## src/rtl/alu_pkg.sv

```systemverilog
// Shared ALU/write-back definitions: condition codes, flag bit positions, flag write masks.
package alu_pkg;

  typedef enum logic [3:0] {
    COND_EQ = 4'b0000, COND_NE = 4'b0001, COND_CS = 4'b0010, COND_CC = 4'b0011,
    COND_MI = 4'b0100, COND_PL = 4'b0101, COND_VS = 4'b0110, COND_VC = 4'b0111,
    COND_HI = 4'b1000, COND_LS = 4'b1001, COND_GE = 4'b1010, COND_LT = 4'b1011,
    COND_GT = 4'b1100, COND_LE = 4'b1101, COND_AL = 4'b1110, COND_NV = 4'b1111
  } cond_e;

  localparam int FLAG_N = 3;
  localparam int FLAG_Z = 2;
  localparam int FLAG_C = 1;
  localparam int FLAG_V = 0;

  localparam logic [1:0] FW_NZ = 2'b10;
  localparam logic [1:0] FW_CV = 2'b01;

endpackage

```

## src/rtl/ex_wb_stage_cond_check.sv

```systemverilog
// Combinational condition evaluation against a {N,Z,C,V} flag vector.
module cond_check
  import alu_pkg::*;
(
  input  logic [3:0] cond,
  input  logic [3:0] flags,
  output logic       cond_ex
);

  logic n, z, c, v;
  assign n = flags[FLAG_N];
  assign z = flags[FLAG_Z];
  assign c = flags[FLAG_C];
  assign v = flags[FLAG_V];

  always_comb begin
    cond_ex = 1'b0;
    case (cond_e'(cond))
      COND_EQ: cond_ex = z;
      COND_NE: cond_ex = !z;
      COND_CS: cond_ex = c;
      COND_CC: cond_ex = !c;
      COND_MI: cond_ex = n;
      COND_PL: cond_ex = !n;
      COND_VS: cond_ex = v;
      COND_VC: cond_ex = !v;
      COND_HI: cond_ex = c && !z;
      COND_LS: cond_ex = !c || z;
      COND_GE: cond_ex = (n == v);
      COND_LT: cond_ex = (n != v);
      COND_GT: cond_ex = !z && (n == v);
      COND_LE: cond_ex = z || (n != v);
      COND_AL: cond_ex = 1'b1;
      default: cond_ex = 1'b0;
    endcase
  end

endmodule

```

## src/rtl/ex_wb_stage.sv

```systemverilog
// EX->WB register stage: latches ALU output, gates controls by condition, owns the flag register.
module ex_wb_stage
  import alu_pkg::*;
#(
  parameter int DATA_W = 32,
  parameter int RD_W   = 4
) (
  input  logic              clk,
  input  logic              rst_n,
  input  logic              in_valid,
  output logic              in_ready,
  input  logic [DATA_W-1:0] alu_result,
  input  logic [3:0]        alu_flags,
  input  logic [3:0]        cond,
  input  logic [1:0]        flag_w,
  input  logic              reg_write,
  input  logic              mem_write,
  input  logic              pc_src,
  input  logic              no_write,
  input  logic [RD_W-1:0]   rd,
  input  logic              flush,
  output logic              out_valid,
  input  logic              out_ready,
  output logic [DATA_W-1:0] wb_result,
  output logic [RD_W-1:0]   wb_rd,
  output logic              wb_reg_write,
  output logic              wb_mem_write,
  output logic              wb_pc_src,
  output logic [3:0]        flags,
  output logic [31:0]       retired_cnt
);

  logic cond_ex;
  logic accept;

  // Evaluated against the architectural flags, i.e. before this instruction's own update.
  cond_check u_cond_check (
    .cond    (cond),
    .flags   (flags),
    .cond_ex (cond_ex)
  );

  assign in_ready = !out_valid || out_ready;
  assign accept   = in_valid && in_ready && !flush;

  always_ff @(posedge clk or negedge rst_n) begin
    if (!rst_n) begin
      out_valid    <= 1'b0;
      wb_result    <= '0;
      wb_rd        <= '0;
      wb_reg_write <= 1'b0;
      wb_mem_write <= 1'b0;
      wb_pc_src    <= 1'b0;
      flags        <= 4'b0000;
      retired_cnt  <= '0;
    end else begin
      if (flush) begin
        out_valid <= 1'b0;
      end else if (accept) begin
        out_valid    <= 1'b1;
        wb_result    <= alu_result;
        wb_rd        <= rd;
        wb_reg_write <= reg_write && cond_ex && !no_write;
        wb_mem_write <= mem_write && cond_ex;
        wb_pc_src    <= pc_src && cond_ex;
      end else if (out_ready) begin
        out_valid <= 1'b0;
      end

      // Condition-failed instructions still retire an entry but leave flags and count alone.
      if (accept && cond_ex) begin
        if ((flag_w & FW_NZ) != 2'b00)
          flags[FLAG_N:FLAG_Z] <= alu_flags[FLAG_N:FLAG_Z];
        if ((flag_w & FW_CV) != 2'b00)
          flags[FLAG_C:FLAG_V] <= alu_flags[FLAG_C:FLAG_V];
        retired_cnt <= retired_cnt + 32'd1;
      end
    end
  end

endmodule

```

## config.mk

```make
export PLATFORM = sky130hd
export DESIGN_NAME = ex_wb_stage
export DESIGN_NICKNAME = d
export VERILOG_FILES = /design/src/rtl/alu_pkg.sv /design/src/rtl/ex_wb_stage_cond_check.sv /design/src/rtl/ex_wb_stage.sv
export SDC_FILE = /design/constraint.sdc
export NUM_CORES = 1
export LEC_CHECK = 0
export BUFFER_PORTS_ARGS = -buffer_cell sky130_fd_sc_hd__buf_2
export CORE_ASPECT_RATIO = 1.75
export CORE_UTILIZATION = 25
export CTS_CLUSTER_DIAMETER = 200
export DETAILED_ROUTE_END_ITERATION = 12
export GPL_TIMING_DRIVEN = 0
export PLACE_DENSITY = 0.52
export SETUP_SLACK_MARGIN = 0.05
export SYNTH_ARGS = -nofsm -noshare
export SYNTH_HDL_FRONTEND = slang
export SYNTH_SLANG_ARGS = --single-unit
```

## constraint.sdc

```tcl
create_clock -name clk -period 2.31 [get_ports clk]
set_input_delay 0.3465 -clock clk [delete_from_list [all_inputs] [get_ports clk]]
set_output_delay 0.3465 -clock clk [all_outputs]
set_load 0.1 [all_outputs]
```

-- Yosys cells after proc, flatten, opt, wreduce, memory -nomap -nowiden
Cells that the tools add are included.
- register bits: 76
- logic and storage cells: 55
- output and inout bits: 77
- input bits: 55
- reductions and logical operators: 24
- add/subtract/negate cells: 1
- eq/ne operators: 16
- bitwise gates (word level): 1
- mux-type cells: 4
- operator list (operator ; count):
    $add 32x1->32 const B ; 1
    $eq 4x4->1 const B ; 7
    $eq 4x3->1 const B ; 4
    $pmux 1 s15 ; 1
    $logic_and 1x1->1 ; 9
    $eq 4x2->1 const B ; 2
    $logic_not 1->1 ; 7
    $reduce_and 2->1 ; 3
    $eq 4x1->1 const B ; 1
    $logic_not 4->1 ; 1
    $logic_or 1x1->1 ; 3
    $mux 1 ; 3
    $reduce_bool 3->1 ; 1
    $eq 1x1->1 ; 1
    $ne 1x1->1 ; 1
    $not 1->1 ; 1

-- Logic depth before layout (Yosys ltp)
Gate-level depths: netlist of run 1.
- word-level depth: 6
- gate-level depth with buffers: 9

-- Modules after synthesis
Synthesis of run 1 repeated with hierarchy kept, for this count alone.
- cell total of the unflattened synthesis: 333
- area total of the unflattened synthesis: 3350.7 um^2
- modules (own cells, without submodules) (module ; seq. area each (um^2) ; times used ; cells an instance ; area an instance (um^2)):
    ex_wb_stage ; 1901.8 ; 1 ; 305 ; 3156.8
    cond_check ; 0.0 ; 1 ; 28 ; 193.9

-- Worst setup path before layout of run 1
OpenSTA, ideal clock, no wires.
- kind: flip-flop to flip-flop
- start: register flags[3]
- end: register retired_cnt[1]
- path slack: -304 ps
- path buffers: 1
- required time: 2184 ps
- library setup time: 126 ps
- arrival time: 2488 ps
- stages on the path, launching flop included: 8
- path through: dfrtp_1 > xor2_1 > o22ai_1 > xnor2_1 > o311ai_4 > a32oi_4 > buf_2 > mux2_2
- longest elaborated chain between the ends: 4
- elaborated cells on any way between the ends: 7
- ends and longest elaborated chain (what ; line ; text):
    start: declaration ; ex_wb_stage.sv:29 ; output logic [3:0] flags,
    start signal: indexed assignment ; ex_wb_stage.sv:73 ; flags[FLAG_N:FLAG_Z] <= alu_flags[FLAG_N:FLAG_Z];
    start signal: indexed assignment ; ex_wb_stage.sv:75 ; flags[FLAG_C:FLAG_V] <= alu_flags[FLAG_C:FLAG_V];
    $ne 1x1->1 or $eq 1x1->1 (tied branches) ; n/a ;
    $logic_or 1x1->1 or $logic_and 1x1->1 (tied branches) ; ex_wb_stage_cond_check.sv:32, ex_wb_stage_cond_check.sv:31 ;
    $pmux 1 s15 * ; ex_wb_stage_cond_check.sv:18 ; case (cond_e'(cond))
    $logic_and 1x1->1 * ; ex_wb_stage.sv:71 ; if (accept && cond_ex) begin
    end signal: assignment ; ex_wb_stage.sv:76 ; retired_cnt <= retired_cnt + 32'd1;
    end: declaration ; ex_wb_stage.sv:30 ; output logic [31:0] retired_cnt
Every way passes the cells marked *; elsewhere a longest branch is shown, timed or not.
A chain may end at the register's enable or synchronous reset.

-- Worst setup path in the final report of run 1
- start: register flags[0]
- end: register retired_cnt[19]
The elaborated chain is that of the path after synthesis.

==> summary.md, run 1 <==
| Metric | Value |
|---|---|
| Status | finished clean |
| CP Max Fanout | 4 |
| WP buf/inv | 2 |
| Pwr/cell area | 1116 mW/mm² |
| Fmax | approximately 440 MHz |
| Die W | 90.67 µm |
| Comb pwr share | 0.473 |
| Netlist cell types | 37 |
| Synthesis-stage register bit count | 76 |
| Die Height | 157.2 µm |
| Num CTS Buffers | 9 |
| Fraction of registers with async set/reset | 1.000 |
| Critical path data arrival time | around 2500 ps |
| Port Buf Inserts | 129 |
| Leakage | between 2 and 3 nW |
| Post-synth top area cell | dfrtp_1 |
| Slowest-stage cell, CP | dfrtp_4 |
| EDFF count, synth | 0 |
| First-pass DRT Iterations | 4 |
| Final WL | ~9300 µm |
| Post-placement cell count | 572 |
| Finished Core Util | 0.3839 |
| First-pass GRT wire length | around 14000 µm |
| Layout area overhead | 49.36% |
| Net switching share of the total power | 0.5047 |
| Psw | 0.002894 W |
| Clock Skews | approximately 4.9 ps |
| Post-synth top area share | 0.5529 |
| CP top delay family | compound AO/OA/AOI/OAI gates |
| Mapped cell area | about 0.0034 mm² |
| Tcrit/Tclk final | 0.9793 |
| WHS | roughly 220 ps |
| Detailed router's first-iteration violation count | between 60 and 70 |
| Avg WL per Cell | between 15 and 20 µm |
| Endpoints failing hold | 0 |
| Number of placement rows | between 50 and 60 |
| Synthesized netlist cell count | ~270 |
| Fin nets | around 490 |
| Vias per inst | around 4.5 |
| GP Congestion | 0.7351 |
| Cell mode on critical path | buf_4 |
| Routed vias | around 2.7k |
| Largest vdd supply drop | 564.7 µV |
| Cell count along the critical path | 9 |
| CP max stage delay | roughly 490 ps |
| # IOs | between 100 and 150 |
| Non-Filler Instances | approximately 610 |
| Worst-Skew Late Latency | ~330 ps |
| Vias in the first global route | between 2k and 3k |
| Slew Viols, Final | 0 |
| Core area | roughly 0.013 mm² |
| Post-Syn Area per Cell | 12.83 µm² |
| Syn_nets | 324 |
| N_diodes | 0 |
| Startpoint Class | register |
| Pin count of the biggest net entering global routing | 47 |
| Initial antenna violation count | 0 |
| # H-tree levels | 3 |
| Reg power frac | 0.306 |
| Die ar. | 0.01425 mm² |
| Synth top area cells | dfrtp_1 (55%), mux2_2 (13%), xor2_1 (7.9%), nor4_2 (3.6%), nand2_1 (1.4%) |
| RSZ-0062 raised after global routing | yes |
| CP endpoint kind | register |
| Worst-path clk slew | ~60 ps |
| DRC | 0 |
| Crit path cell chain | xor2_2 > o22ai_2 > xnor2_2 > o311ai_4 > buf_4 > a32oi_4 > buf_4 > nor4b_4 > xor2_1 |
| Endpoints failing setup | 0 |
| Worst reg-to-reg path cell count | 9 |
| Max_cap viols | 0 |
| Max_slew headroom | 0.6296 |
| CTS Buffer Depth | 2 |
| Layout cell share with drive strength beyond 1 | 0.6290 |
| CTS root buffer | clkbuf_16 |
| Clk sinks | 76 |
| Tightest Pin Transition | 555.7 ps |
| Clock network fraction of total power | 0.221 |
| CP Data Required Time | 2560 ps |
| TritonCTS clock tree | built |
| Internal power | 0.002839 W |
| Congestion Overflow GR | 0 |
| Hold Path Class | in2reg |
| Post-synthesis sequential area ratio | 0.5529 |
| ANT nets after route | 0 |
| DP Wirelength | just over 6000 µm |
| Power after layout | 0.005733 W |
| Crit path time final | around 2300 ps |
| WHS Path Cells | 2 |
| Top FF cell, synth | dfrtp_1 |
| GRT Total Usage | 0.1317 |
| Dpl cell area | roughly 0.0044 mm² |
| Design area | just over 0.005 mm² |
| Critical setup path kind | reg2reg |
| Yosys warning total | 0 |
| Starting Density | 0.2570 |
placed cells by master, fill, tap and decap left out, types with 3 or more instances in the layout:
cell type and count:
and3_1 3, and4_1 3, buf_2 132, buf_4 16
buf_6 4, clkbuf_1 3, clkbuf_16 9, clkinv_2 5
dfrtp_1 52, dfrtp_2 22, inv_1 10, mux2_2 37
mux2_4 4, nand2_1 12, nand3_1 9, nand4_1 5
nor2_1 8, nor3_1 4, nor3b_1 4, nor4_4 13
xor2_1 30
state kept, by name, summed over array words and instances (netlist names):
register	cells
flags	4
out_valid	1
retired_cnt	32
wb_mem_write	1
wb_pc_src	1
wb_rd	4
wb_reg_write	1
wb_result	32
timing repair:
item / 4_1_cts / 5_1_grt
endpoints found under the setup margin: 32 / 33
buffers inserted: 10 / 7
pin swaps: 21 / 18
hold buffers: 1 / 0
resized for setup: 28 / 25
hold endpoints to repair: 30 / 0
gates cloned: 3 / 0
kinds of logic after synthesis:
group                    Yosys count  synth area share
XOR/XNOR                          34           0.08658
AND/OR/NAND/NOR                   82            0.1568
flip-flops                        76            0.5529
buffers and inverters             21           0.02656
multiplexers                      42            0.1371
adder cells (fa/ha/maj)            1          0.003637
AO/OA/AOI/OAI                     12           0.03638
routing by layer:
| metal | routed length [µm] | GRT usage | vias up |
|---|---|---|---|
| met4 | 144 | 0.06375 | 0 |
| met5 | 0 | 0 | - |
| met3 | 362 | 0.02512 | 10 |
| met1 | 3841 | 0.1585 | 1371 |
| li1 | - | - | 1276 |
| met2 | 4978 | 0.2244 | 87 |
cell usage after synthesis, types with 2 or more instances:
cell and count:
a21oi_1 2, and2_1 2, and3_1 3, and4_1 4
buf_2 4, clkbuf_1 5, dfrtp_1 76, inv_1 10
mux2_2 41, nand2_1 13, nand2b_1 4, nand3_1 9
nand4_1 5, nor2_1 8, nor2b_1 3, nor3_1 6
nor3b_1 4, nor4_1 3, nor4_2 10, nor4b_1 5
o22ai_1 3, xnor2_1 3, xor2_1 31
metrics by stage:
stage	TNS (ps)	worst slack [ps]
6_report	0	47.81
4_1_cts	0	19.67
2_1_floorplan	-9.942	-9.942
3_3_place_gp	-165.6	-95.91
3_5_place_dp	-378.4	-133.1
5_1_grt	-66.72	-24.43
power by group through the flow:
stage	logic, W	clock network, W	registers, W
after detailed placement	0.00246	0	0.00179
after floorplan	0.000410	0	0.00337
final	0.00271	0.00127	0.00175
after global routing	0.00280	0.00137	0.00179
after CTS	0.00264	0.00131	0.00175
after global placement	0.00244	0	0.00178
worst paths after layout:
path / slack (ps) / from / end
min reg2reg: 470 / retired_cnt[31] / retired_cnt[31]
max: 50 / flags[0] / retired_cnt[19]
min: 220 / flush / out_valid
min in group asynchronous: 500 / rst_n / wb_pc_src
max in group asynchronous: 1210 / rst_n / flags[0]
max reg2reg: 50 / flags[0] / retired_cnt[19]
area by class of cell:
cell class              count  area, µm²
plain buffers              11      78.83
well taps                 174      217.7
multi-input cells         172       1763
fillers                  1328       8245
repair buffers            150      845.8
clock buffers               9      225.2
clock inverters             6      32.53
inverters                  10      37.54
flip-flops and latches     76       1937
(Power assumes the default switching activity.)
==> inputs of run 2 (changes only) <==
--- a/config.mk
+++ b/config.mk
@@ -6,6 +6,7 @@
 export NUM_CORES = 1
 export LEC_CHECK = 0
 export BUFFER_PORTS_ARGS = -buffer_cell sky130_fd_sc_hd__buf_2
+export CAP_MARGIN = 20
 export CORE_ASPECT_RATIO = 1.75
 export CORE_UTILIZATION = 25
 export CTS_CLUSTER_DIAMETER = 200
==> constraint.sdc (replaced) <==
create_clock -name clk -period 2.31 [get_ports clk]
set_input_delay 0.5775 -clock clk [delete_from_list [all_inputs] [get_ports clk]]
set_output_delay 0.5775 -clock clk [all_outputs]
set_load 0.1 [all_outputs]
==> run 2 against run 1 <==
Against the previous run: largest cell class unchanged; fmax is 0.71% higher; sequential power hardly changed; design area is 1.1% lower; via count is 2.6% lower; utilization is 0.44 points lower; power is 5.1% higher; flip-flop and latch count stayed put; die area stayed put; sequential share of layout area is 0.44 points higher; critical path depth is 5 lower; register-to-register slack better by 20 ps; worst setup slack better by 16 ps.
==> summary.md, run 2 (same netlist as run 1, synthesis figures left out) <==
| Metric | Value |
|---|---|
| Status | finished clean |
| Fmax | 445.2 MHz (+0.71%) |
| DRC | 0 (unchanged) |
| Worst-path clk slew | 60 ps (about the same) |
| TritonCTS clock tree | built |
| Design area | 0.005079 mm² (-1.1%) |
| Worst reg-to-reg path cell count | 4 (-5) |
| Detailed router's first-iteration violation count | 88 (+33%) |
| Endpoints failing hold | 0 (unchanged) |
| First-pass DRT Iterations | 6 (+2) |
| GRT Total Usage | 0.1271 (-0.004530) |
| Die W | 90.67 µm (unchanged) |
| Die ar. | 0.01425 mm² (unchanged) |
| CTS Buffer Depth | 2 (unchanged) |
| Comb pwr share | 0.423 (-0.050) |
| Dpl cell area | 0.004403 mm² (+0.40%) |
| Internal power | 0.003209 W (+13%) |
| Port Buf Inserts | 129 (unchanged) |
| Pwr/cell area | 1186 mW/mm² (+6.3%) |
| Num CTS Buffers | 9 (unchanged) |
| Reg power frac | 0.292 (-0.014) |
| CP Data Required Time | 2510 ps (-50 ps) |
| Clk sinks | 76 (unchanged) |
| Pin count of the biggest net entering global routing | 50 (+6.4%) |
| # H-tree levels | 3 (unchanged) |
| Crit path time final | 2246 ps (-15.88 ps) |
| Crit path cell chain | nand3_1 > clkbuf_1 > nor3_1 > xor2_1 |
| Psw | 0.002817 W (-2.7%) |
| Vias in the first global route | 2723 (-1.5%) |
| Layout area overhead | 47.65% |
| Slowest-stage cell, CP | clkbuf_1 |
| Fin nets | 472 (-2.9%) |
| Max_slew headroom | 0.2561 (-0.3735) |
| # IOs | 132 (unchanged) |
| Vias per inst | 4.494 (-0.42%) |
| Hold Path Class | in2async |
| Endpoints failing setup | 0 (unchanged) |
| Most common cell after layout, fill and taps aside | buf_2 |
| Commonest non-fill, non-tap cells in the layout | buf_2 (131), dfrtp_1 (52), mux2_2 (41), xor2_1 (31), dfrtp_2 (22) |
| Tcrit/Tclk final | 0.9724 (-0.006873) |
| Congestion Overflow GR | 0 (unchanged) |
| Initial antenna violation count | 0 (unchanged) |
| Largest registers | retired_cnt x32, wb_result x32 |
| DP Wirelength | 6421 µm (+3.2%) |
| RSZ-0062 raised after global routing | yes |
| GP Congestion | 0.7593 (+3.3%) |
| Starting Density | 0.2570 (unchanged) |
| CTS root buffer | clkbuf_16 |
| Die Height | 157.2 µm (unchanged) |
| CP Max Fanout | 10 (+6) |
| Avg WL per Cell | 15.19 µm (-0.95%) |
| Leakage | 2.620 nW (+0.26%) |
| Tightest Pin Transition | 1116 ps (+560.2 ps) |
| Largest vdd supply drop | 1027 µV (+82%) |
| Core area | 0.01338 mm² (unchanged) |
| Clock network fraction of total power | 0.286 (+0.065) |
| N_diodes | 0 (unchanged) |
| Power after layout | 0.006025 W (+5.1%) |
| First-pass GRT wire length | 14090 µm (-2.4%) |
| Slew Viols, Final | 0 (unchanged) |
| Net switching share of the total power | 0.4675 (-0.03725) |
| Startpoint Class | register |
| Clock Skews | 7.976 ps (+3.097 ps) |
| CP endpoint kind | register |
| Critical path data arrival time | 2440 ps (-70 ps) |
| Worst-Skew Late Latency | 330 ps (about the same) |
| Routed vias | 2674 (-2.6%) |
| Number of placement rows | 56 (unchanged) |
| Critical setup path kind | reg2reg |
| Layout cell share with drive strength beyond 1 | 0.6057 (-0.02333) |
| Max_cap viols | 0 (unchanged) |
| ANT nets after route | 0 (unchanged) |
| Final WL | 9041 µm (-3.1%) |
| CP max stage delay | 880 ps (+390 ps) |
## run 2: cell type report
cell class                      count  area, µm²
Buffer                             10      70.07
Clock buffer                       13      280.3
Clock inverter                      3      90.09
Fill cell                        1353       8304
Inverter                           10      37.54
Multi-Input combinational cell    171       1680
Sequential cell                    76       1937
Tap cell                          174      217.7
Timing Repair Buffer              138      765.7
## run 2: metrics by stage
step | setup TNS, ps | std cells | util | worst slack (ps) | hold WS, ps
after floorplan | -24.94 | 268 | - | -24.94 | 281.9
after global placement | -8295 | 571 | 0.3268 | -370.7 | 458.4
after detailed placement | -8680 | 572 | 0.3290 | -406.0 | 463.0
after CTS | 0 | 594 | 0.3637 | 30.94 | 175.9
after global routing | -264.7 | 595 | 0.3795 | -60.26 | 186.1
final | 0 | 595 | 0.3795 | 63.68 | 167.2
## run 2: power groups by stage
stage / clock (W) / sequential (W) / combinational [W]
after floorplan: 0 / 0.00337 / 0.000415
after global placement: 0 / 0.00178 / 0.00243
after detailed placement: 0 / 0.00179 / 0.00246
after CTS: 0.00178 / 0.00176 / 0.00251
after global routing: 0.00182 / 0.00179 / 0.00263
final: 0.00172 / 0.00176 / 0.00255
## run 2: what timing repair did
action | 4_1_cts | 5_1_grt
endpoints found under the setup margin | 45 | 33
buffers inserted | 7 | 0
pin swaps | 5 | 35
resized for setup | 4 | 34
hold buffers | 0 | 0
cloned | 0 | 1
## run 2: worst paths after layout
check	endpoint	slack, ps	startpoint
worst min-delay path	retired_cnt[18]	170	rst_n
max in group asynchronous	flags[0]	1510	rst_n
worst min register to register	retired_cnt[31]	470	retired_cnt[31]
worst max-delay path	retired_cnt[5]	60	retired_cnt[2]
worst max register to register	retired_cnt[5]	60	retired_cnt[2]
min in group clk	out_valid	450	flush
## run 2: critical path, delay by kind of cell, from the launching register on
family / cells / cell delay [ps]
buffers and inverters: 1 / 880
AND/OR/NAND/NOR: 2 / 580
flip-flops: 1 / 460
XOR/XNOR: 1 / 190
## run 2: layer usage
layer  routed length [µm]  vias to the layer above  GRT usage
li1                     -                     1245          -
met1                 3440                     1337     0.1412
met4                  200                        0    0.06298
met3                  376                       11    0.02415
met5                    0                        -          0
met2                 5024                       81     0.2302
